## src/rtl/mask_sched_pkg.sv

```systemverilog
// Shared types and constants for the four-lane mask scheduler.
// No logic; lane count, state encoding and default threshold only.
// Imported by the scheduler top and its lane FIFO wrapper.
package mask_sched_pkg;
  localparam int N_LANES = 4;
  localparam logic [7:0] THR_DEFAULT = 8'd50;

  typedef enum logic [1:0] {IDLE, RUN, DRAIN, DONE} state_t;
  typedef logic [$clog2(N_LANES)-1:0] lane_idx_t;
endpackage

```

## src/rtl/mask_lane_fifo.sv

```systemverilog
// 1-bit synchronous FIFO holding returned masks for one lane.
// Latency: write visible at head one cycle later; head is a plain register read.
// Backpressure: writes while full and reads while empty are ignored; caller gates both.
module mask_lane_fifo #(
  parameter int DEPTH = 4
) (
  input  logic core_clk,
  input  logic arst_n,
  input  logic wr_vld,
  input  logic wr_dat,
  input  logic rd_rdy,
  output logic rd_dat,
  output logic full,
  output logic empty
);
  localparam int PW = $clog2(DEPTH);
  localparam int CW = $clog2(DEPTH + 1);
  localparam logic [CW-1:0] DEPTH_C = CW'(DEPTH);

  logic [DEPTH-1:0] mem;
  logic [PW-1:0]    wptr;
  logic [PW-1:0]    rptr;
  logic [CW-1:0]    cnt;
  logic             do_wr;
  logic             do_rd;

  assign empty  = (cnt == '0);
  assign full   = (cnt == DEPTH_C);
  assign do_wr  = wr_vld && !full;
  assign do_rd  = rd_rdy && !empty;
  assign rd_dat = mem[rptr];

  // Pointers wrap naturally because DEPTH is a power of two.
  always_ff @(posedge core_clk or negedge arst_n) begin
    if (!arst_n) begin
      mem  <= '0;
      wptr <= '0;
      rptr <= '0;
      cnt  <= '0;
    end else begin
      if (do_wr) begin
        mem[wptr] <= wr_dat;
        wptr      <= wptr + 1'b1;
      end
      if (do_rd) rptr <= rptr + 1'b1;
      if (do_wr && !do_rd)      cnt <= cnt + 1'b1;
      else if (!do_wr && do_rd) cnt <= cnt - 1'b1;
    end
  end
endmodule

```

## src/rtl/mask_lane_sched.sv

```systemverilog
// Round-robin pixel dispatch to four mask lanes with in-order mask re-serialisation.
// Latency: pixel to lane one cycle; lane mask to o_MASK one cycle when at head.
// Backpressure: o_DATA_READY drops while the target lane holds LANE_DEPTH in-flight pixels.
module mask_lane_sched
  import mask_sched_pkg::*;
#(
  parameter int         DATA_WIDTH  = 24,
  parameter int         IMG_PIXELS  = 76800,
  parameter int         LANE_DEPTH  = 4,
  parameter logic [7:0] THR_DEFAULT = mask_sched_pkg::THR_DEFAULT
) (
  input  logic                  i_CLK,
  input  logic                  i_RSTn,
  input  logic                  i_FRAME_START,
  input  logic [7:0]            i_THRESHOLD,
  input  logic                  i_THR_LOAD,
  input  logic [DATA_WIDTH-1:0] i_DATA,
  input  logic                  i_DATA_VALID,
  output logic                  o_DATA_READY,
  output logic [DATA_WIDTH-1:0] o_LANE_DATA [0:N_LANES-1],
  output logic                  o_LANE_VALID [0:N_LANES-1],
  output logic [7:0]            o_LANE_THRESHOLD,
  input  logic                  i_LANE_MASK [0:N_LANES-1],
  input  logic                  i_LANE_MASK_VALID [0:N_LANES-1],
  output logic                  o_MASK,
  output logic                  o_MASK_VALID,
  output logic                  o_FRAME_DONE,
  output logic                  o_BUSY,
  output logic                  o_ERR
);
  localparam int CNT_W = $clog2(IMG_PIXELS + 1);
  localparam int CRD_W = $clog2(LANE_DEPTH + 1);
  localparam logic [CNT_W-1:0] IMG_C   = CNT_W'(IMG_PIXELS);
  localparam logic [CNT_W-1:0] IMG_M1  = CNT_W'(IMG_PIXELS - 1);
  localparam logic [CRD_W-1:0] DEPTH_C = CRD_W'(LANE_DEPTH);

  state_t             state;
  logic [CNT_W-1:0]   in_cnt;
  logic [CNT_W-1:0]   out_cnt;
  logic [CRD_W-1:0]   credit [N_LANES];
  lane_idx_t          dispatch_ptr;
  lane_idx_t          collect_ptr;

  logic               accept;
  logic               head_vld;
  logic               head_dat;
  logic [N_LANES-1:0] lane_ok;
  logic [N_LANES-1:0] lane_err;
  logic [N_LANES-1:0] dsp;
  logic [N_LANES-1:0] col;
  logic [N_LANES-1:0] fifo_wr;
  logic [N_LANES-1:0] fifo_rd;
  logic [N_LANES-1:0] fifo_full;
  logic [N_LANES-1:0] fifo_empty;
  logic [N_LANES-1:0] fifo_dat;

  assign o_DATA_READY = (state == RUN) && (credit[dispatch_ptr] < DEPTH_C);
  assign accept       = i_DATA_VALID && o_DATA_READY;

  // A mask arriving at an empty head lane bypasses its FIFO so it leaves next cycle.
  always_comb begin
    for (int n = 0; n < N_LANES; n++) begin
      lane_ok[n]  = i_LANE_MASK_VALID[n] && (state != IDLE) && !fifo_full[n] && (credit[n] != '0);
      lane_err[n] = i_LANE_MASK_VALID[n] && !lane_ok[n];
      dsp[n]      = accept && (dispatch_ptr == lane_idx_t'(n));
    end
    head_vld = !fifo_empty[collect_ptr] || lane_ok[collect_ptr];
    head_dat = fifo_empty[collect_ptr] ? i_LANE_MASK[collect_ptr] : fifo_dat[collect_ptr];
    for (int n = 0; n < N_LANES; n++) begin
      col[n]     = head_vld && (collect_ptr == lane_idx_t'(n));
      fifo_rd[n] = col[n] && !fifo_empty[n];
      fifo_wr[n] = lane_ok[n] && !(col[n] && fifo_empty[n]);
    end
  end

  for (genvar g = 0; g < N_LANES; g++) begin : g_lane
    mask_lane_fifo #(.DEPTH(LANE_DEPTH)) u_fifo (
      .core_clk (i_CLK),
      .arst_n   (i_RSTn),
      .wr_vld   (fifo_wr[g]),
      .wr_dat   (i_LANE_MASK[g]),
      .rd_rdy   (fifo_rd[g]),
      .rd_dat   (fifo_dat[g]),
      .full     (fifo_full[g]),
      .empty    (fifo_empty[g])
    );
  end

  always_ff @(posedge i_CLK or negedge i_RSTn) begin
    if (!i_RSTn) begin
      state            <= IDLE;
      in_cnt           <= '0;
      out_cnt          <= '0;
      dispatch_ptr     <= '0;
      collect_ptr      <= '0;
      o_LANE_THRESHOLD <= THR_DEFAULT;
      o_MASK           <= 1'b0;
      o_MASK_VALID     <= 1'b0;
      o_FRAME_DONE     <= 1'b0;
      o_BUSY           <= 1'b0;
      o_ERR            <= 1'b0;
      for (int n = 0; n < N_LANES; n++) begin
        credit[n]       <= '0;
        o_LANE_DATA[n]  <= '0;
        o_LANE_VALID[n] <= 1'b0;
      end
    end else begin
      for (int n = 0; n < N_LANES; n++) begin
        o_LANE_VALID[n] <= dsp[n];
        if (dsp[n]) o_LANE_DATA[n] <= i_DATA;
        if (dsp[n] && !col[n])      credit[n] <= credit[n] + 1'b1;
        else if (!dsp[n] && col[n]) credit[n] <= credit[n] - 1'b1;
      end

      if (accept) begin
        in_cnt       <= in_cnt + 1'b1;
        dispatch_ptr <= dispatch_ptr + 1'b1;
      end

      o_MASK_VALID <= head_vld;
      if (head_vld) begin
        o_MASK      <= head_dat;
        out_cnt     <= out_cnt + 1'b1;
        collect_ptr <= collect_ptr + 1'b1;
      end

      o_BUSY       <= (state == RUN) || (state == DRAIN);
      o_FRAME_DONE <= (state == DONE);

      case (state)
        IDLE: begin
          if (i_THR_LOAD) o_LANE_THRESHOLD <= i_THRESHOLD;
          if (i_FRAME_START) begin
            in_cnt       <= '0;
            out_cnt      <= '0;
            dispatch_ptr <= '0;
            collect_ptr  <= '0;
            o_ERR        <= 1'b0;
            state        <= RUN;
          end
        end
        RUN:     if (accept && (in_cnt == IMG_M1)) state <= DRAIN;
        DRAIN:   if (out_cnt == IMG_C) state <= DONE;
        DONE:    state <= IDLE;
        default: state <= IDLE;
      endcase

      // Protocol errors win over the clear from a same-cycle frame start.
      if (|lane_err) o_ERR <= 1'b1;
    end
  end
endmodule

```

## config.mk

```make
export PLATFORM = sky130hd
export DESIGN_NAME = mask_lane_sched
export DESIGN_NICKNAME = d
export VERILOG_FILES = /design/src/rtl/mask_sched_pkg.sv /design/src/rtl/mask_lane_fifo.sv /design/src/rtl/mask_lane_sched.sv
export SDC_FILE = /design/constraint.sdc
export NUM_CORES = 1
export LEC_CHECK = 0
export BUFFER_PORTS_ARGS = -buffer_cell sky130_fd_sc_hd__buf_2
export CORE_MARGIN = 8
export CORE_UTILIZATION = 30
export CTS_CLUSTER_SIZE = 16
export DETAILED_ROUTE_END_ITERATION = 12
export GPL_ROUTABILITY_DRIVEN = 0
export GPL_TIMING_DRIVEN = 0
export PLACE_DENSITY_LB_ADDON = 0.2
export SYNTH_ARGS = -nofsm -noshare
export SYNTH_HDL_FRONTEND = slang
export SYNTH_SLANG_ARGS = --single-unit
```

## constraint.sdc

```tcl
create_clock -name i_CLK -period 5.2 [get_ports i_CLK]
set_clock_uncertainty 0.2 [all_clocks]
set_input_delay 0.26 -clock i_CLK [delete_from_list [all_inputs] [get_ports i_CLK]]
set_output_delay 0.26 -clock i_CLK [all_outputs]
set_load 0.01 [all_outputs]
```

# [Word level (Yosys, flattened, before mapping)]
# Cells that the tools add are included.
[totals] register_bits=209 latch_bits=0 mem_bits_rw=0 mem_bits_ro=0 out_inout_bits=114 elab_cells=299 n_memories=0
[classes] n_addsub=28 multipliers=0 div_mod_pow=0 n_lt_le_gt_ge=16 eq_ne=18 n_shift=0 mux=68 bitwise=2 reduce_logical=128
[op_table] operator="17-bit two-way mux" count=6
[op_table] operator="1-bit logical AND" count=67
[op_table] operator="3-bit two-way mux" count=18
[op_table] operator="17-bit by 1-bit adder with 17-bit output, second input constant" count=2
[op_table] operator="17-bit == test, second input constant" count=2
[op_table] operator="1-bit zero test" count=33
[op_table] operator="2-bit by 3-bit less-than comparator with 1-bit output, second input constant" count=9
[op_table] operator="3-bit by 1-bit adder with 3-bit output, second input constant" count=8
[op_table] operator="3-bit by 1-bit subtractor with 3-bit output, second input constant" count=8
[op_table] operator="2-bit nonzero test" count=11
[op_table] operator="2-bit by 1-bit adder with 2-bit output, second input constant" count=10
[op_table] operator="2-bit two-way mux" count=9
[op_table] operator="1-bit two-way mux" count=17
[op_table] operator="1-bit binary-select mux with 2-bit select" count=8
[op_table] operator="4-bit bitwise mux" count=4
[op_table] operator="2-bit == test, second input constant" count=6
[op_table] operator="3-bit == test, second input constant" count=4
[op_table] operator="3-bit zero test" count=4
[op_table] operator="3-bit nonzero test" count=4
[op_table] operator="1-bit demux with 2-bit select" count=4
[op_table] operator="2-bit by 1-bit greater-or-equal comparator with 1-bit output, second input constant" count=4
[op_table] operator="2-bit case mux with 4 select lines" count=1
[op_table] operator="3-bit binary-select mux with 2-bit select" count=1
[op_table] operator="2-bit by 1-bit == test with 1-bit output, second input constant" count=3
[op_table] operator="other kinds (10)" count=17

# [Logic depth before layout (Yosys ltp)]
[logic_depth] word_depth=16 mapped_depth=16

# [Modules after synthesis]
# From an unflattened synthesis, not the netlist that was laid out.
[hier_totals] cells_unflattened=816 area_unflattened_um2=9932.0
[by_module_without_submodules] module="mask_lane_sched" instances=1 cells_each=604 area_per_inst_um2=7519.7
[by_module_without_submodules] module="mask_lane_fifo" instances=4 cells_each=53 area_per_inst_um2=603.1

# [Worst setup path before layout]
# OpenSTA, ideal clock, no wires.
[synth_path] path_kind="reg-to-reg" start="register state[0]" end="register g_lane[2].u_fifo.cnt[1]" setup_ns=0.125 t_arrival_ns=3.378 required_ns=4.875 setup_slack_ns=1.498 stages_incl_launch_ff=14 period_less_slack_ns=3.702 path_cell_list="dfrtp_1 -> inv_1 -> ha_1 -> clkbuf_1 -> a2111oi_2 -> a22oi_1 -> and3_1 -> buf_2 -> o21ai_1 -> inv_2 -> ha_1 -> inv_1 -> fa_1 -> mux2_2"
[synth_via] elab_chain_cells=15 elab_cells_between_ends=29 classes_between="3 x mux; 26 x reduce/logical"
[synth_rtl] element="start, declared" line_no="mask_lane_sched.sv:37" rtl="state_t state;"
[synth_rtl] element="start signal, assigned" line_no="mask_lane_sched.sv:91" rtl="state <= IDLE;"
[synth_rtl] element="start signal, assigned" line_no="mask_lane_sched.sv:139" rtl="state <= RUN;"
[synth_rtl] element="start signal, assigned" line_no="mask_lane_sched.sv:142" rtl="RUN: if (accept && (in_cnt == IMG_M1)) state <= DRAIN;"
[synth_rtl] element="2-bit nonzero test *" line_no="mask_lane_sched.sv:63" rtl="lane_ok[n] = i_LANE_MASK_VALID[n] && (state != IDLE) && !fifo_full[n] && (credit[n] != '0);"
[synth_rtl] element="1-bit logical AND (3 in series)" line_no="mask_lane_sched.sv:63"
[synth_rtl] element="1-bit binary-select mux with 2-bit select" line_no="mask_lane_sched.sv:67" rtl="head_vld = !fifo_empty[collect_ptr] || lane_ok[collect_ptr];"
[synth_rtl] element="1-bit two-way mux (implied by the code)" line_no="mask_lane_sched.sv:67"
[synth_rtl] element="1-bit logical OR" line_no="mask_lane_sched.sv:67"
[synth_rtl] element="1-bit logical AND" line_no="mask_lane_sched.sv:70" rtl="col[n] = head_vld && (collect_ptr == lane_idx_t'(n));"
[synth_rtl] element="1-bit logical AND" line_no="mask_lane_sched.sv:72" rtl="fifo_wr[n] = lane_ok[n] && !(col[n] && fifo_empty[n]);"
[synth_rtl] element="1-bit zero test" line_no="mask_lane_sched.sv:72"
[synth_rtl] element="1-bit logical AND *" line_no="mask_lane_sched.sv:72"
[synth_rtl] element="1-bit logical AND *" line_no="mask_lane_fifo.sv:29" rtl="assign do_wr = wr_vld && !full;"
[synth_rtl] element="named net g_lane[2].u_fifo.do_wr" line_no="mask_lane_fifo.sv:24" rtl="logic do_wr;"
[synth_rtl] element="1-bit zero test" line_no="mask_lane_fifo.sv:47" rtl="else if (!do_wr && do_rd) cnt <= cnt - 1'b1;"
[synth_rtl] element="1-bit logical AND" line_no="mask_lane_fifo.sv:47"
[synth_rtl] element="2-bit nonzero test (no line)"
[synth_rtl] element="end signal, assigned" line_no="mask_lane_fifo.sv:46" rtl="if (do_wr && !do_rd) cnt <= cnt + 1'b1;"
[synth_rtl] element="end signal, assigned" line_no="mask_lane_fifo.sv:47"
[synth_rtl] element="end, declared" line_no="mask_lane_fifo.sv:23" rtl="logic [CW-1:0] cnt;"
# Mark *: on every way through the listed nets, which the timed path passes. The rest lies on a longest branch. The select of a mux whose other input is x is not followed.
# A chain may end at the register's enable or synchronous reset.

# [Worst setup path in the final report]
[layout_path] start="register state[0]" end="register credit[10] (netlist name)"
[layout_via] elab_chain_cells=11 elab_cells_between_ends=27 classes_between="1 x eq/ne; 3 x mux; 23 x reduce/logical"
[layout_rtl] element="2-bit nonzero test *" line_no="mask_lane_sched.sv:63"
[layout_rtl] element="1-bit logical AND (3 in series)" line_no="mask_lane_sched.sv:63"
[layout_rtl] element="1-bit binary-select mux with 2-bit select *" line_no="mask_lane_sched.sv:67"
[layout_rtl] element="1-bit two-way mux (implied by the code) *" line_no="mask_lane_sched.sv:67"
[layout_rtl] element="1-bit logical OR *" line_no="mask_lane_sched.sv:67"
[layout_rtl] element="named net head_vld" line_no="mask_lane_sched.sv:45" rtl="logic head_vld;"
[layout_rtl] element="1-bit logical AND *" line_no="mask_lane_sched.sv:70"
[layout_rtl] element="1-bit zero test" line_no="mask_lane_sched.sv:111" rtl="if (dsp[n] && !col[n]) credit[n] <= credit[n] + 1'b1;"
[layout_rtl] element="1-bit logical AND" line_no="mask_lane_sched.sv:111"
[layout_rtl] element="3-bit two-way mux / 2-bit nonzero test (equally long branches)"
[layout_rtl] element="end signal, assigned by index" line_no="mask_lane_sched.sv:111"
[layout_rtl] element="end signal, assigned by index" line_no="mask_lane_sched.sv:112" rtl="else if (!dsp[n] && col[n]) credit[n] <= credit[n] - 1'b1;"
[layout_rtl] element="end, declared" line_no="mask_lane_sched.sv:40" rtl="logic [CRD_W-1:0] credit [N_LANES];"
# Marked as above.

==> impl_metrics.csv <==
group,metric,value,unit
outcome,outcome,"finished, final reports clean",
power,cellPowerDensity,563.9,nW/um2
sta,fin_ws,501.4,ps
power,seq_power_share,38.2,%
finish,syn2layout_area_growth,26.74,%
routing,wire_length_per_cell,16.63,um
die,core_region_area,31470,um2
sta,hold-worst-slack,68.53,ps
place,io_buffer_count,158,
sta,slew-limit-headroom,37.97,%
setup_path,cp.arrival,4900,ps
grt,gr-total-overflow,0,
power,power.total,6.824,mW
finish,layout.nets,1092,
routing,dr_total_vias,6592,
setup_path,startpoint_type,"flop",
synth,unique_masters_post_synth,54,
synth,post_synth_instance_area,9549,um2
sta,highest_attainable_clock_frequency,212.8,MHz
cts,root_buffer,"sky130_fd_sc_hd__clkbuf_16",
die,die_h,194.4,um
routing,number_of_nets_with_antenna_violations_after_detailed_routing,0,
place,hpwl,16520,um
power,switching_share,35.13,%
die,fp-row-count,65,
cts,clock_latency_of_the_later_clocked_register_in_the_worst_skew_pair,520,ps
routing,drt-initial-drc-count,313,
grt,gr-usage-all-layers,12.55,%
power,total_leakage_power,5.699,nW
routing,route.final.wire_length,23620,um
worst_hold_path,holdPathStages,4,
finish,final_core_density,38.45,%
finish,most_frequent_standard_cell_in_the_layout_excluding_fill_and_tap_cells,"sky130_fd_sc_hd__dfrtp_1",
power,power.combinational.fraction,36.2,%
cts,cts.reportedPaths.clkPinSlew,60,ps
cts,htree_num_levels,1,
finish,layout-drive-gt1-share,33.50,%
grt,antenna_found_initial,0,
synth,synth-edff-count,0,
synth,async_flop_share,100.0,%
place,post-place-cells,1335,
grt,grt_start_max_net_pins,109,
power,internal-power,4.427,mW
synth,synth-seq-cells,209,
sta,setup_viol_count_final,0,
synth,ys_seq_area_share,54.81,%
grt,globalRouteMet3Util,4.198,%
grt,groute.layer.met1.usage,16.31,%
setup_path,path_max_fanout,10,
synth,ys.flop_type,"sky130_fd_sc_hd__dfrtp_1",
sta,rsz0062_at_grt,"no",
synth,ys.warnings.count,0,
finish,diodes,0,
grt,grt_pass1_wl,39340,um
sta,final.period_utilization,90.36,%
cts,cts_tree,"yes",
power,p_clk_share,25.6,%
worst_hold_path,holdCritPathClass,"input pin to flop",
routing,detail_route.first_pass.iterations,4,
die,floorplan.die.width,194.4,um
flow_run,maxcap_violations,0,
finish,fin_cells,1420,
synth,postSynthAreaPerCell,12.34,um2
synth,syn_nets,866,
setup_path,worstSetupEndpointType,"flop",
cts,cts.path.max_buffers,3,
finish,mostFrequentLayoutCells,"sky130_fd_sc_hd__dfrtp_1, sky130_fd_sc_hd__buf_2, sky130_fd_sc_hd__mux2_2",
routing,residual_drc,0,
power,vdd_drop_max,0.0002856,V
grt,vias_in_the_first_global_route,7078,
die,floorplan.die_area,37800,um2
sta,timing.final.max_slew_violations,0,
sta,total_count_of_hold_check_failures_in_the_final_report,0,
cts,cts_setup_buffers,0,
sta,tightest_slew,930.4,ps
sta,finalCriticalPeriod,4699,ps
synth,synthCells,774,
cts,clkSinkCount,209,
setup_path,worst-endpoint-required,5400,ps
cts,numCtsBuffers,25,
power,power.switching,2.397,mW
place,preCtsSetupSlack,334.9,ps
grt,grt_util_met2,20.18,%
grt,grt_most_used_layer,"met2",
die,pin_count,159,
routing,route.detailed.vias_per_inst,4.642,
setup_path,critPathKind,"flop to flop",
setup_path,reg2regPathDepth,14,
die,floorplan.initialDensity,30.34,%
critical path: stages, from the launching register on:
cell	delay, ps
sky130_fd_sc_hd__dfrtp_1	390
sky130_fd_sc_hd__inv_1	80
sky130_fd_sc_hd__ha_1	190
sky130_fd_sc_hd__clkbuf_1	320
sky130_fd_sc_hd__a2111oi_2	780
sky130_fd_sc_hd__a22oi_1	450
sky130_fd_sc_hd__and3_1	310
sky130_fd_sc_hd__buf_2	210
sky130_fd_sc_hd__inv_2	90
sky130_fd_sc_hd__clkbuf_1	420
sky130_fd_sc_hd__nand2_1	160
sky130_fd_sc_hd__ha_1	230
sky130_fd_sc_hd__inv_1	70
sky130_fd_sc_hd__fa_1	400
sky130_fd_sc_hd__mux2_2	260
area by class of cell:
cell class / count / area [um2]
Inverter: 35 / 131.4
Multi-Input combinational cell: 505 / 4099
Fill cell: 3079 / 19370
Clock buffer: 33 / 665.6
Timing Repair Buffer: 199 / 1229
Sequential cell: 209 / 5234
Clock inverter: 12 / 143.9
Tap cell: 402 / 503.0
Buffer: 25 / 97.59
power groups by stage:
stage / sequential [mW] / combinational (mW) / clock, mW
2_1_floorplan: 2.71 / 1.54 / 0
3_3_place_gp: 2.62 / 2.46 / 0
3_5_place_dp: 2.63 / 2.49 / 0
4_1_cts: 2.62 / 2.52 / 1.81
5_1_grt: 2.70 / 2.78 / 1.88
6_report: 2.61 / 2.47 / 1.75
cell families after synthesis:
kind of cell    count (synthesis)  synth area share [%]
compound gates                 85                 5.582
fa+ha+maj                      47                 6.787
buf+inv                        60                 2.398
xor+xnor                       55                 5.045
simple gates                  192                 9.591
mux                           126                 15.79
flops                         209                 54.81
sequential cells by signal, indices dropped and copies added (netlist names), 2 cells and up:
| register | cells |
|---|---|
| o_LANE_THRESHOLD | 8 |
| in_cnt | 17 |
| o_LANE_VALID | 4 |
| g_lane.u_fifo.rptr | 8 |
| out_cnt | 17 |
| g_lane.u_fifo.cnt | 12 |
| dispatch_ptr | 2 |
| collect_ptr | 2 |
| o_LANE_DATA | 96 |
| g_lane.u_fifo.wptr | 8 |
| state | 2 |
| g_lane.u_fifo.mem | 16 |
| credit | 12 |
cells in the mapped netlist (4+ instances only):
| library cell | count | area share [%] |
|---|---|---|
| sky130_fd_sc_hd__a21oi_1 | 17 | 0.89 |
| sky130_fd_sc_hd__nand3_1 | 16 | 0.84 |
| sky130_fd_sc_hd__buf_1 | 8 | 0.31 |
| sky130_fd_sc_hd__inv_1 | 29 | 1.1 |
| sky130_fd_sc_hd__xnor2_1 | 28 | 2.6 |
| sky130_fd_sc_hd__nor3_1 | 9 | 0.47 |
| sky130_fd_sc_hd__xor2_1 | 27 | 2.5 |
| sky130_fd_sc_hd__a31oi_1 | 6 | 0.39 |
| sky130_fd_sc_hd__and3_1 | 4 | 0.26 |
| sky130_fd_sc_hd__or4_1 | 6 | 0.47 |
| sky130_fd_sc_hd__o21ai_0 | 17 | 0.89 |
| sky130_fd_sc_hd__nand4_1 | 12 | 0.79 |
| sky130_fd_sc_hd__mux2_1 | 5 | 0.59 |
| sky130_fd_sc_hd__or3_1 | 11 | 0.72 |
| sky130_fd_sc_hd__inv_2 | 6 | 0.24 |
| sky130_fd_sc_hd__o21ai_1 | 22 | 1.2 |
| sky130_fd_sc_hd__mux2_2 | 112 | 13 |
| sky130_fd_sc_hd__fa_1 | 8 | 1.7 |
| sky130_fd_sc_hd__nor2_1 | 41 | 1.6 |
| sky130_fd_sc_hd__nand2_1 | 73 | 2.9 |
| sky130_fd_sc_hd__ha_1 | 39 | 5.1 |
| sky130_fd_sc_hd__mux4_2 | 8 | 1.9 |
| sky130_fd_sc_hd__and2_1 | 5 | 0.33 |
| sky130_fd_sc_hd__dfrtp_1 | 206 | 54 |
| sky130_fd_sc_hd__clkbuf_1 | 14 | 0.55 |
worst paths after layout:
path,from,slack (ps),to
max,state[0],500,credit[10]
min,i_LANE_MASK_VALID[2],70,o_ERR
max reg2reg,state[0],500,credit[10]
min reg2reg,g_lane[1].u_fifo.rptr[1],280,g_lane[1].u_fifo.rptr[1]
max in group asynchronous,i_RSTn,3630,o_LANE_DATA[29]
min in group asynchronous,i_RSTn,180,state[1]
metal layers:
metal / routed length [um] / part of all wire (%)
met5: 0 / 0
met4: 405 / 1.7
met3: 1876 / 7.9
met2: 10790 / 46
met1: 10540 / 45
stage by stage:
| stage | cell area [um2] | TNS, ps |
|---|---|---|
| 6_report | 12100 | 0 |
| 4_1_cts | 12090 | 0 |
| 3_3_place_gp | 10840 | -63510 |
| 3_5_place_dp | 10880 | 0 |
| 5_1_grt | 12100 | 0 |
| 2_1_floorplan | 9549 | 0 |
timing repair:
| item | CTS | global route |
|---|---|---|
| setup endpoints to repair | 0 | 1 |
| hold buffers | 40 | 0 |
| hold endpoints to repair | 220 | 0 |
| resized for setup | 0 | 1 |
(Power assumes the default switching activity.)
